File: config.mk
export PLATFORM = sky130hd
export DESIGN_NAME = mem_port_arbiter
export DESIGN_NICKNAME = d
export VERILOG_FILES = /design/src/rtl/cache_pkg.sv /design/src/rtl/mem_arb_req_slot.sv /design/src/rtl/mem_port_arbiter.sv
export SDC_FILE = /design/constraint.sdc
export NUM_CORES = 1
export LEC_CHECK = 0
export CAP_MARGIN = 20
export CORE_MARGIN = 4
export CORE_UTILIZATION = 28
export CTS_CLUSTER_SIZE = 20
export DETAILED_ROUTE_END_ITERATION = 8
export GPL_TIMING_DRIVEN = 1
export PLACE_DENSITY = 0.62
export REMOVE_ABC_BUFFERS = 1
export SLEW_MARGIN = 20
export SYNTH_ARGS = -nofsm -noshare
export SYNTH_HDL_FRONTEND = slang
export SYNTH_SLANG_ARGS = --single-unit
File: constraint.sdc
create_clock -name clk -period 9.5 [get_ports clk]
set_input_delay 2.375 -clock clk [delete_from_list [all_inputs] [get_ports clk]]
set_output_delay 2.375 -clock clk [all_outputs]
set_load 0.03 [all_outputs]
File: src/rtl/cache_pkg.sv
// Shared types and constants for the two-requester main-memory port arbiter.
package cache_pkg;
  typedef enum logic [1:0] {IDLE, ISSUE, WAIT, DONE} arb_state_t;

  localparam int DEF_WAIT_CYCLES = 4;
  localparam int REQ_ICACHE      = 0;
  localparam int REQ_DCACHE      = 1;

  // Round-robin pick: with both pending the requester not served last wins.
  function automatic logic rr_grant(input logic [1:0] pend, input logic last);
    if (&pend) return ~last;
    return pend[1];
  endfunction
endpackage

File: src/rtl/mem_arb_req_slot.sv
// One requester's slot: pending flag plus captured rw/addr/wdata, with set-over-clear.
module mem_arb_req_slot #(
  parameter int AW = 16,
  parameter int DW = 32
) (
  input  logic          clk,
  input  logic          reset,
  input  logic          strobe_i,
  input  logic          rw_i,
  input  logic [AW-1:0] addr_i,
  input  logic [DW-1:0] wdata_i,
  input  logic          clr_i,
  output logic          pending_o,
  output logic          rw_o,
  output logic [AW-1:0] addr_o,
  output logic [DW-1:0] wdata_o
);
  logic          pending_q, pending_d;
  logic          rw_q, rw_d;
  logic [AW-1:0] addr_q, addr_d;
  logic [DW-1:0] wdata_q, wdata_d;
  logic          load;

  // A strobe landing in the owner's completion cycle is accepted as a new request.
  assign load = strobe_i && (!pending_q || clr_i);

  always_comb begin
    pending_d = pending_q;
    if (clr_i) pending_d = 1'b0;
    if (load)  pending_d = 1'b1;
  end

  always_comb begin
    rw_d    = rw_q;
    addr_d  = addr_q;
    wdata_d = wdata_q;
    if (load) begin
      rw_d    = rw_i;
      addr_d  = addr_i;
      wdata_d = wdata_i;
    end
  end

  always_ff @(posedge clk) begin
    if (!reset) pending_q <= 1'b0;
    else        pending_q <= pending_d;
  end

  always_ff @(posedge clk) begin
    rw_q    <= rw_d;
    addr_q  <= addr_d;
    wdata_q <= wdata_d;
  end

  assign pending_o = pending_q;
  assign rw_o      = rw_q;
  assign addr_o    = addr_q;
  assign wdata_o   = wdata_q;
endmodule

File: src/rtl/mem_port_arbiter.sv
// Round-robin arbiter sharing one fixed-latency memory port between the I-cache and D-cache.
module mem_port_arbiter
  import cache_pkg::*;
#(
  parameter int AW          = 16,
  parameter int DW          = 32,
  parameter int WAIT_CYCLES = DEF_WAIT_CYCLES,
  parameter int CW          = 8
) (
  input  logic                clk,
  input  logic                reset,
  input  logic [1:0]          req_strobe,
  input  logic [1:0]          req_rw,
  input  logic [1:0][AW-1:0]  req_addr,
  input  logic [1:0][DW-1:0]  req_wdata,
  output logic [1:0]          req_ready,
  output logic [1:0][DW-1:0]  req_rdata,
  output logic                mem_strobe,
  output logic                mem_rw,
  output logic [AW-1:0]       mem_addr,
  output logic [DW-1:0]       mem_wdata,
  input  logic [DW-1:0]       mem_rdata,
  output logic                busy
);
  arb_state_t          state_q, state_d;
  logic                owner_q, owner_d;
  logic                last_q, last_d;
  logic [CW-1:0]       cnt_q, cnt_d;
  logic                mrw_q, mrw_d;
  logic [AW-1:0]       maddr_q, maddr_d;
  logic [DW-1:0]       mwd_q, mwd_d;
  logic [1:0][DW-1:0]  rdata_q, rdata_d;

  logic [1:0]          pend, s_rw, clr;
  logic [1:0][AW-1:0]  s_addr;
  logic [1:0][DW-1:0]  s_wd;
  logic                grant;

  for (genvar g = 0; g < 2; g++) begin : g_slot
    mem_arb_req_slot #(.AW(AW), .DW(DW)) u_slot (
      .clk      (clk),
      .reset    (reset),
      .strobe_i (req_strobe[g]),
      .rw_i     (req_rw[g]),
      .addr_i   (req_addr[g]),
      .wdata_i  (req_wdata[g]),
      .clr_i    (clr[g]),
      .pending_o(pend[g]),
      .rw_o     (s_rw[g]),
      .addr_o   (s_addr[g]),
      .wdata_o  (s_wd[g])
    );
  end

  assign grant = rr_grant(pend, last_q);

  always_comb begin
    state_d    = state_q;
    owner_d    = owner_q;
    last_d     = last_q;
    cnt_d      = cnt_q;
    mrw_d      = mrw_q;
    maddr_d    = maddr_q;
    mwd_d      = mwd_q;
    rdata_d    = rdata_q;
    clr        = 2'b00;
    req_ready  = 2'b00;
    mem_strobe = 1'b0;
    busy       = (state_q != IDLE);
    unique case (state_q)
      IDLE: if (|pend) begin
        // Memory-side fields are latched here so they stay frozen until the next grant.
        owner_d = grant;
        mrw_d   = s_rw[grant];
        maddr_d = s_addr[grant];
        mwd_d   = s_wd[grant];
        state_d = ISSUE;
      end
      ISSUE: begin
        mem_strobe = 1'b1;
        cnt_d      = CW'(WAIT_CYCLES);
        state_d    = WAIT;
      end
      WAIT: begin
        cnt_d = cnt_q - CW'(1);
        if (cnt_q == CW'(1)) state_d = DONE;
      end
      DONE: begin
        req_ready[owner_q] = 1'b1;
        clr[owner_q]       = 1'b1;
        last_d             = owner_q;
        if (!mrw_q) rdata_d[owner_q] = mem_rdata;
        state_d = IDLE;
      end
      default: state_d = IDLE;
    endcase
  end

  // Read data is forwarded during the ready cycle and held in rdata_q afterwards.
  always_comb begin
    for (int i = 0; i < 2; i++)
      req_rdata[i] = (req_ready[i] && !mrw_q) ? mem_rdata : rdata_q[i];
  end

  always_ff @(posedge clk) begin
    if (!reset) begin
      state_q <= IDLE;
      owner_q <= 1'b0;
      last_q  <= 1'b1;
      cnt_q   <= '0;
      mrw_q   <= 1'b0;
      maddr_q <= '0;
      mwd_q   <= '0;
      rdata_q <= '0;
    end else begin
      state_q <= state_d;
      owner_q <= owner_d;
      last_q  <= last_d;
      cnt_q   <= cnt_d;
      mrw_q   <= mrw_d;
      maddr_q <= maddr_d;
      mwd_q   <= mwd_d;
      rdata_q <= rdata_d;
    end
  end

  assign mem_rw    = mrw_q;
  assign mem_addr  = maddr_q;
  assign mem_wdata = mwd_q;
endmodule
# Yosys cells after proc, flatten, opt, wreduce, memory -nomap -nowiden
# Cells that the tools add are included.
[totals] reg_bits=225 in_bits=134 out_inout_bits=117 word_cells=75
[op_classes] add_sub_neg=1 order_cmp=3 eq_ne=6 n_mux=26 n_bitwise=2 n_reduce_logical=20
[ops] op="2-to-1 mux 32 bit" count=5
[ops] op="bitwise mux 64 bit" count=1
[ops] op="demux 32 bit (select 1 bit)" count=1
[ops] op="2-to-1 mux 16 bit" count=2
[ops] op="case mux 8 bit (2 select lines)" count=1
[ops] op="2-to-1 mux 1 bit" count=11
[ops] op="equality test 8 x 1 -> 1 bit, second input constant" count=1
[ops] op="case mux 2 bit (4 select lines)" count=1
[ops] op="AND reduction 2 bit" count=4
[ops] op="nonzero test 2 bit" count=4
[ops] op="subtractor 8 x 1 -> 8 bit, second input constant" count=1
[ops] op="2-to-1 mux 2 bit" count=3
[ops] op="logical AND 1 bit" count=5
[ops] op="equality test 2 bit, second input constant" count=2
[ops] op="less-than comparator 1 x 2 -> 1 bit, second input constant" count=2
[ops] op="inequality test 2 bit, second input constant" count=2
[ops] op="zero test 1 bit" count=3
[ops] op="equality test 2 x 1 -> 1 bit, second input constant" count=1
[ops] op="zero test 2 bit" count=1
[ops] op="logical OR 1 bit" count=2
[ops] op="inverter 1 bit" count=2
[ops] op="OR reduction 2 bit" count=1
[ops] op="demux 1 bit (select 1 bit)" count=1
[ops] op=">= comparator 1 bit, second input constant" count=1

# Longest topological paths before layout
[logic_depth] word_depth=8 depth_mapped=7 ltp_nobuf=5

# Modules after synthesis
# A second synthesis with hierarchy kept.
[hier_totals] cells_unflattened=609 area_unflattened_um2=8264.2
[modules_own_cells] module="mem_port_arbiter" n_inst=1 cells_each=503 area_each_um2=5226.3 seq_area_each_um2=2502.4
[modules_own_cells] module="mem_arb_req_slot" n_inst=2 cells_each=53 area_each_um2=1519.0 seq_area_each_um2=1491.4

# Least setup slack after synthesis
# OpenSTA, ideal clock, no wires.
[synth_timing] path_type="input to register" start="input port req_strobe[0]" end="register g_slot[0].u_slot.addr_q[0] (enable)" setup_ns=0.531 t_arrival_ns=5.972 required_time_ns=8.969 slack_ns=2.997 cell_stages=1 path_buffers=0 path_cell_list="a21boi_0"
[synth_via] elab_chain_cells=1
[synth_lines] item="from (decl)" line="mem_port_arbiter.sv:12" text="input logic [1:0] req_strobe,"
[synth_lines] item="logical AND 1 bit" line="mem_arb_req_slot.sv:25" text="assign load = strobe_i && (!pending_q || clr_i);"
[synth_lines] item="to (signal assigned)" line="mem_arb_req_slot.sv:51" text="addr_q <= addr_d;"
[synth_lines] item="to (decl)" line="mem_arb_req_slot.sv:20" text="logic [AW-1:0] addr_q, addr_d;"
# Every way passes these cells.
# A chain may end at the register's enable or synchronous reset.

==> reports/metrics.csv <==
metric,value,unit
First-pass DRT Iterations,4,
Core Area,28900,sq um
CTS root buf,clkbuf_16,
Worst Skew,10.2,ps
Setup WS post-layout,3380,ps
Post-CTS Hold Buffers,0,
antenna violations before repair,0,
Post-synth EDFFs,98,
async set or reset register ratio after synthesis,0,%
clock latency on the worst-skew pair,530,ps
vias,5498,
RSZ-0062 raised after global routing,no,
CP startpoint kind,input port,
RR Endpoint,mem_addr[11]$_SDFFE_PN0P_,
routability cong.,0.742,
diodes inserted,0,
CTS Buffer Depth,3,
synth unique cells,40,
# IOs,251,
Chip Height,180,um
Synthesis Warnings,0,
effective utilization at floorplan,28.6,%
register area share after synthesis,66.4,%
# Post-CTS Setup Buffers,0,
NumNets Final,1000,
1st-iter DRT viols,153,
total wire length,20.3,mm
Synth Flop Type,dfxtp_1,
first-pass GRT wire length,31.9,mm
Slew @ Worst Pin,1040,ps
Tcrit/Tclk final,64.4,%
area taken by flip-flops and latches,5490,sq um
clk sink count,225,
Worst setup startpoint,mem_rdata[8],
Maximum Capacitance Violations,0,
setup violators final,0,
die area,32300,sq um
Congestion Overflow GR,0,
Syn Std Cell Area,8260,sq um
count of state elements after synthesis,225,
CTS tree,yes,
top cell type's share of synthesized area,35.6,%
Detail Placement HPWL,13.1,mm
CP Class,in -> out,
relative slew slack,30.5,%
Tot GR Track Use,12.1,%
Finished Layout Cells,1263,
ratio of cells with drive above 1 in the final layout,14.6,%
Syn Area/Cell,13.5,sq um
cts bufs inserted,26,
largest net degree at the start of global routing,99,
Port Buf Inserts,250,
critical path peak fanout,2,
number of vias per cell,4.35,
Placed Cells incl. Taps,1215,
number of global-route vias before repair,5676,
Max IR drop VDD,0.000145,V
Worst Path Required,7130,ps
site row count,62,
Worst Setup End Kind,output port,
ANT nets after route,0,
Area Growth Syn to Fin,46.6,%
Final Hold Vio Count,0,
"most common cell after layout, fill and taps aside",clkdlybuf4s50_1,
synth top area cells,"edfxtp_1 (36%), dfxtp_1 (31%), mux2_2 (8.7%)",
post-CTS sizing,0,
CP endpoint,req_rdata[40],
Fin Setup TNS,0,ps
die width,180,um
Post-Syn Instances,614,
H-tree depth,1,
leading area contributor after synthesis,edfxtp_1,
Reg-to-Reg Start,g_slot[1].u_slot.pending_o$_SDFFE_PN0P_,
flop2flop setup slack,7120,ps
r2r worst-path depth,4,
Power Density,251,nW/um^2
clk slew on worst S/H paths,60,ps
LEAKAGE,4.48,nW
WL per Instance,16.0,um
CP arrival,3740,ps
FILL cells,2656,
outcome,completed,
Pwr Total,0.00304,W
min Tclk post-route,6120,ps
Fmax,0.163,GHz
DRC Markers,0,
Multi-input gate area,2620,sq um
Worst Hold Class,reg -> reg,
pre-CTS WS,3350,ps
Hold Path Cell Cnt,2,
fin. max-slew vios,0,
"commonest cells after routing, fill and taps aside","clkdlybuf4s50_1 (249), dfxtp_1 (127), edfxtp_1 (98)",
[stage by stage]
| stage | util (%) | hold WS, ps | cell area, sq um |
|---|---|---|---|
| after floorplan | - | 441 | 8090 |
| after global placement | 38.6 | 459 | 11200 |
| after global routing | 41.9 | 502 | 12100 |
| after CTS | 41.9 | 474 | 12100 |
| final | 41.9 | 470 | 12100 |
| after detailed placement | 38.6 | 468 | 11200 |
[state kept, by name, indices dropped and copies added (netlist names), 8 cells and up]
register and flops:
cnt_q 8, g_slot.u_slot.addr_o 32, g_slot.u_slot.wdata_o 64, mem_addr 16, mem_wdata 32, rdata_q 64
[kinds of logic (layout without fill, tap and decap cells)]
family	after synthesis	count (layout)	share of synthesized area [%]
XOR/XNOR	1	1	0.106
adder cells (fa/ha/maj)	7	7	1.06
multiplexers	113	113	14.7
AO/OA/AOI/OAI	123	123	7.86
buffers and inverters	47	312	2.44
flip-flops	225	225	66.4
AND/OR/NAND/NOR	98	98	7.48
[routing by layer]
layer | global-route usage (%) | part of all wire (%) | vias to the layer above
met4 | 3.54 | 3.0 | 0
met5 | 0 | 0 | -
met3 | 5.80 | 11 | 33
met2 | 19.2 | 43 | 223
li1 | - | - | 2712
met1 | 14.5 | 42 | 2530
[cell usage after synthesis, types with 2 or more instances]
master,n
or4b_1,2
a21oi_1,57
clkbuf_1,25
and2_1,64
buf_4,3
nor2b_1,3
mux2_2,64
nand2_1,6
o21ai_0,54
mux2i_1,49
buf_2,11
ha_1,7
a21boi_0,3
dfxtp_1,127
inv_1,8
nand2b_1,3
nor2_1,5
or3b_2,2
edfxtp_1,98
or3_1,3
[cell type report]
cell class                 instances  area share (%)
clock buffer                      29            5.63
clock inverter                    19            2.23
inverter                           8           0.248
multi-input combinational        342            21.6
sequential                       225            45.3
tap                              384            3.97
timing repair buffer             256            21.0
[worst min path at each step]
stage	start	endpoint
after floorplan	last_q$_SDFFE_PN1N_	last_q$_SDFFE_PN1N_
after global placement	cnt_q[7]$_SDFFE_PN0P_	cnt_q[7]$_SDFFE_PN0P_
after detailed placement	cnt_q[7]$_SDFFE_PN0P_	cnt_q[7]$_SDFFE_PN0P_
after CTS	cnt_q[7]$_SDFFE_PN0P_	cnt_q[7]$_SDFFE_PN0P_
after global routing	cnt_q[7]$_SDFFE_PN0P_	cnt_q[7]$_SDFFE_PN0P_
final	cnt_q[7]$_SDFFE_PN0P_	cnt_q[7]$_SDFFE_PN0P_
[critical path, stage by stage]
cell and delay (ps):
clkdlybuf4s50_1 490, mux2_2 170, clkdlybuf4s50_1 710
[power breakdown]
group	internal (W)	leakage (nW)	switching (W)
sequential	0.00114	1.97	0.0000675
combinational	0.000320	2.05	0.000429
clock	0.000682	0.462	0.000399
Note: power is estimated with default switching activity, not from simulation.
